--- config.mk ---
export PLATFORM = sky130hd
export DESIGN_NAME = regbank_wr_arbiter
export DESIGN_NICKNAME = d
export VERILOG_FILES = /design/src/rtl/regbank_wr_arbiter.sv
export SDC_FILE = /design/constraint.sdc
export NUM_CORES = 1
export LEC_CHECK = 0
export CAP_MARGIN = 0
export CORE_MARGIN = 10
export CORE_UTILIZATION = 30
export CTS_CLUSTER_DIAMETER = 40
export DETAILED_ROUTE_END_ITERATION = 8
export GPL_TIMING_DRIVEN = 0
export RECOVER_POWER = 100
export SLEW_MARGIN = 15
export SYNTH_ARGS = -nofsm -noshare
export SYNTH_HDL_FRONTEND = slang
export SYNTH_SLANG_ARGS = --single-unit
--- constraint.sdc ---
create_clock -name clk -period 6.5 [get_ports clk]
set_clock_uncertainty 0.15 [all_clocks]
set_input_delay 1.95 -clock clk [delete_from_list [all_inputs] [get_ports clk]]
set_output_delay 1.95 -clock clk [all_outputs]
set_load 0.005 [all_outputs]
--- src/rtl/regbank_wr_arbiter.sv ---
// Shared write port for the register bank. Each cycle one requester is picked by round-robin or fixed priority.
// The chosen write is registered for one cycle before it commits. The read port is combinational.
module regbank_wr_arbiter #(
    parameter  int NREQ = 4,
    parameter  int NREG = 8,
    parameter  int DW   = 8,
    localparam int AW   = $clog2(NREG),
    localparam int IW   = $clog2(NREQ)
) (
    input  logic               clk,
    input  logic               rst,
    input  logic               prio_mode,
    input  logic [NREQ-1:0]    req,
    input  logic [NREQ*AW-1:0] req_addr,
    input  logic [NREQ*DW-1:0] req_data,
    output logic [NREQ-1:0]    gnt,
    output logic [IW-1:0]      gnt_id,
    output logic               wr_en,
    output logic [AW-1:0]      wr_addr,
    output logic [DW-1:0]      wr_data,
    input  logic [AW-1:0]      rd_addr,
    output logic [DW-1:0]      rd_data,
    output logic               busy
);

    logic [NREQ-1:0] r_gnt;
    logic [IW-1:0]   r_gnt_id;
    logic            r_wr_en;
    logic [AW-1:0]   r_wr_addr;
    logic [DW-1:0]   r_wr_data;
    logic [IW-1:0]   r_ptr;
    logic [DW-1:0]   r_bank [NREG];

    logic [NREQ-1:0] w_elig;
    logic [IW:0]     w_rr_pick;
    logic [IW:0]     w_fp_pick;
    logic [IW:0]     w_pick;
    logic            w_found;
    logic [IW-1:0]   w_idx;
    logic [IW-1:0]   w_ptr_nxt;
    logic [AW-1:0]   w_addr_arr [NREQ];
    logic [DW-1:0]   w_data_arr [NREQ];

    // Result format {found, index}. The search runs downward so the candidate closest to ptr is written last.
    function automatic logic [IW:0] pick_rr(input logic [NREQ-1:0] elig,
                                            input logic [IW-1:0]   ptr);
        logic [IW:0] res;
        int          j;
        res = '0;
        for (int k = NREQ - 1; k >= 0; k--) begin
            j = int'(ptr) + k;
            if (j >= NREQ) begin
                j = j - NREQ;
            end
            if (elig[IW'(j)]) begin
                res = {1'b1, IW'(j)};
            end
        end
        return res;
    endfunction

    function automatic logic [IW:0] pick_fixed(input logic [NREQ-1:0] elig);
        logic [IW:0] res;
        res = '0;
        for (int k = NREQ - 1; k >= 0; k--) begin
            if (elig[k]) begin
                res = {1'b1, IW'(k)};
            end
        end
        return res;
    endfunction

    function automatic logic [IW-1:0] next_ptr(input logic [IW-1:0] idx);
        return (idx == IW'(NREQ - 1)) ? '0 : idx + 1'b1;
    endfunction

    function automatic logic [NREQ-1:0] onehot(input logic [IW-1:0] idx);
        logic [NREQ-1:0] res;
        res      = '0;
        res[idx] = 1'b1;
        return res;
    endfunction

    for (genvar g = 0; g < NREQ; g++) begin : g_unpack
        assign w_addr_arr[g] = req_addr[g*AW +: AW];
        assign w_data_arr[g] = req_data[g*DW +: DW];
    end

    // A requester whose grant is currently visible is masked. This stops a stale held request from being granted twice.
    assign w_elig    = req & ~r_gnt;
    assign w_rr_pick = pick_rr(w_elig, r_ptr);
    assign w_fp_pick = pick_fixed(w_elig);
    assign w_pick    = prio_mode ? w_fp_pick : w_rr_pick;
    assign w_found   = w_pick[IW];
    assign w_idx     = w_pick[IW-1:0];
    assign w_ptr_nxt = next_ptr(w_idx);

    // Arbitration stage: grant, write staging and pointer
    always_ff @(posedge clk or posedge rst) begin
        if (rst) begin
            r_gnt     <= '0;
            r_gnt_id  <= '0;
            r_wr_en   <= 1'b0;
            r_wr_addr <= '0;
            r_wr_data <= '0;
            r_ptr     <= '0;
        end else if (w_found) begin
            r_gnt     <= onehot(w_idx);
            r_gnt_id  <= w_idx;
            r_wr_en   <= 1'b1;
            r_wr_addr <= w_addr_arr[w_idx];
            r_wr_data <= w_data_arr[w_idx];
            r_ptr     <= w_ptr_nxt;
        end else begin
            r_gnt   <= '0;
            r_wr_en <= 1'b0;
        end
    end

    // Commit stage: the staged write lands in the bank
    always_ff @(posedge clk or posedge rst) begin
        if (rst) begin
            for (int i = 0; i < NREG; i++) begin
                r_bank[i] <= '0;
            end
        end else if (r_wr_en) begin
            r_bank[r_wr_addr] <= r_wr_data;
        end
    end

    assign gnt     = r_gnt;
    assign gnt_id  = r_gnt_id;
    assign wr_en   = r_wr_en;
    assign wr_addr = r_wr_addr;
    assign wr_data = r_wr_data;
    assign rd_data = r_bank[rd_addr];
    assign busy    = |req;

endmodule

==> flow_metrics.env <==
export IMPL_finalPower_uw=2533
export IMPL_cp_max_fo=10
export IMPL_drive_above_1_share_pct=29.17
export IMPL_path_clk_slew_ps=60
export IMPL_yosysTopAreaCell="dfrtp_1"
export IMPL_die_x_um=137.7
export IMPL_synth_simple_area_share_pct=8.429
export IMPL_synth_commonest_cells="84 x dfrtp_1, 73 x mux2_2, 16 x mux4_2, 16 x nor2_1, 13 x and2_1"
export IMPL_place_hpwl_um=7826
export IMPL_ys_seq_area_share_pct=50.57
export IMPL_htree_levels=3
export IMPL_port_buffers=77
export IMPL_synth_area_um2=4156
export IMPL_rsz0062_at_grt="no"
export IMPL_setup_viol=0
export IMPL_routed_wl_um=10560
export IMPL_routedWlPerCell_um=18.85
export IMPL_clock_latency_ps=330
export IMPL_drcViolationCount=0
export IMPL_syn_nets=345
export IMPL_required_ps=4400
export IMPL_drt_antenna_violating_nets=0
export IMPL_met3_wirelength_um=999
export IMPL_p_per_area_nw_per_um2=470.8
export IMPL_num_antenna_cells=0
export IMPL_io_pins=81
export IMPL_p_leak_uw=0.002161
export IMPL_synthAdderAreaFrac_pct=0.3010
export IMPL_syn2layout_area_growth_pct=29.44
export IMPL_synth_edf_count=0
export IMPL_cts_tree="built"
export IMPL_fp_dieH_um=137.7
export IMPL_start_util_pct=31.02
export IMPL_hold_viol=0
export IMPL_maxCapViolations=6
export IMPL_synth_top_family_by_area="multiplexers"
export IMPL_grt_ovfl_total=0
export IMPL_violations="max-capacitance violations, max-slew violations"
export IMPL_hold_buffers=0
export IMPL_wl_met2_um=4756
export IMPL_synthCells=290
export IMPL_end_kind="output pin"
export IMPL_clk_path_buf_depth=2
export IMPL_peakVddDrop_v=0.0001631
export IMPL_grt_usage_pct=11.87
export IMPL_cp_arrival_ps=4190
export IMPL_core_um2=13400
export IMPL_synth_compound_gate_area_share_pct=7.255
export IMPL_gp_congestion=0.7960
export IMPL_routed_top_layer="met4"
export IMPL_final_max_slew_violation_count=114
export IMPL_via_per_inst=4.904
export IMPL_antenna_found_initial=0
export IMPL_clock_sinks=84
export IMPL_min_period_ps=6286
export IMPL_grt_pass1_wl_um=17170
export IMPL_yosysMostFrequentCell="dfrtp_1"
export IMPL_yosys_register_bits=84
export IMPL_grt_pass1_vias=3160
export IMPL_post_cts_buffers=0
export IMPL_synth_cell_types=42
export IMPL_status="finished, violations left"
export IMPL_grt_max_degree=44
export IMPL_max_clock_freq_mhz=159.1
export IMPL_fin_tns_setup_ps=0
export IMPL_slew_headroom_pct=-46.26
export IMPL_cts_root_buffer="clkbuf_16"
export IMPL_yosys_mux_area_fraction_pct=31.10
export IMPL_ctsResizeCount=0
export IMPL_fin_crit_sh_pct=96.71
export IMPL_synth_xor_area_share_pct=0
export IMPL_synth_yosys_warnings=0
export IMPL_dr_pass1_iters=4
export IMPL_worst_slew_pin_slew_ps=2194
export IMPL_syn_area_per_cell_um2=14.33
export IMPL_synth_area_leaders="dfrtp_1 51%, mux2_2 20%, mux4_2 8.7%"
export IMPL_synth_top_cell_area_share_pct=50.57
export IMPL_cts_made_buffers=9
export IMPL_initialDrtViolationCount=106
export IMPL_dieArea_um2=18960
export IMPL_holdCritPathClass="reg2reg"
export IMPL_vias=2746
export IMPL_nNetsFinal=434
export IMPL_synthArstFlopShare_pct=100.0
export IMPL_critical_path_class="in2out"
export IMPL_synthFlopType="dfrtp_1"
export IMPL_worst_setup_path_start_kind="input pin"
export IMPL_rows=42
export IMPL_drt_met1_wl_um=4677
[worst max-delay path: stages]
cell and delay, ps:
clkbuf_1 380, clkbuf_1 580, mux4_2 400, mux2_2 280
dlygate4sd3_1 590
[placed cells by master (no fill, tap or decap), types with 3 or more instances in the layout]
cell type | Yosys | layout
clkbuf_1 | 6 | 12
mux4_2 | 16 | 16
a211oi_1 | 2 | 11
nand4b_1 | 3 | 3
mux2i_1 | 11 | 11
mux2_2 | 73 | 72
dfrtp_1 | 84 | 84
nor3b_1 | 2 | 4
clkdlybuf4s50_1 | 0 | 50
a221oi_1 | 11 | 11
nand2b_1 | 5 | 5
buf_2 | 6 | 4
dlygate4sd3_1 | 0 | 27
nor2_1 | 16 | 16
clkbuf_16 | 0 | 9
and2_1 | 13 | 12
[metal layers]
metal / track usage (%) / vias to the layer above
li1: - / 1274
met1: 14.43 / 1365
met2: 18.52 / 97
met3: 5.499 / 10
met4: 3.302 / 0
met5: 0 / -
[cell families (layout without fill, tap and decap cells)]
group,after synthesis,count (layout)
multiplexers,100,100
buffers and inverters,21,115
AND/OR/NAND/NOR,53,53
flip-flops,84,84
AO/OA/AOI/OAI,31,31
adder cells (fa/ha/maj),1,1
[power breakdown]
part / switching [uW] / leakage, uW / internal (uW)
Combinational: 400 / 0.00102 / 592
Clock: 206 / 0.000161 / 349
Sequential: 192 / 0.000982 / 794
[state kept, by name, indices dropped and copies added (netlist names)]
signal	flops
r_bank	64
wr_data	8
gnt	4
wr_addr	3
gnt_id	2
r_ptr	2
wr_en	1
[cell type report]
cell class | count | area [um2]
clock buffers | 11 | 242.7
flip-flops and latches | 84 | 2102
well taps | 176 | 220.2
clock inverters | 5 | 82.58
multi-input cells | 185 | 1866
repair buffers | 78 | 774.5
plain buffers | 16 | 72.57
inverters | 5 | 20.02
fillers | 1319 | 8020
[path summary, 6_finish.rpt]
check,start,endpoint,slack [ps],cells past startpoint
worst max register to register,wr_addr[2]$_DFFE_PP0P_,r_bank[53]$_DFFE_PP0P_,3580,4
worst max-delay path,rd_addr[1],rd_data[2],210,5
max in group asynchronous,rst,r_bank[13]$_DFFE_PP0P_,1050,3
worst min register to register,gnt_id[1]$_DFFE_PP0P_,gnt_id[1]$_DFFE_PP0P_,330,1
worst min-delay path,gnt_id[1]$_DFFE_PP0P_,gnt_id[1]$_DFFE_PP0P_,330,1
min in group asynchronous,rst,gnt[1]$_DFF_PP0_,2420,2
[through the flow]
stage	instances	setup WS (ps)	hold slack [ps]	instance area [um2]	util, %
after global routing	560	122.7	366.4	5380	40.15
final	560	213.6	332.8	5380	40.15
after floorplan	290	1136	323.4	4156	-
after global placement	543	305.3	308.5	5147	38.41
after detailed placement	544	281.6	318.1	5170	38.58
after CTS	560	275.3	344.8	5495	41.01
(Power assumes the default switching activity.)
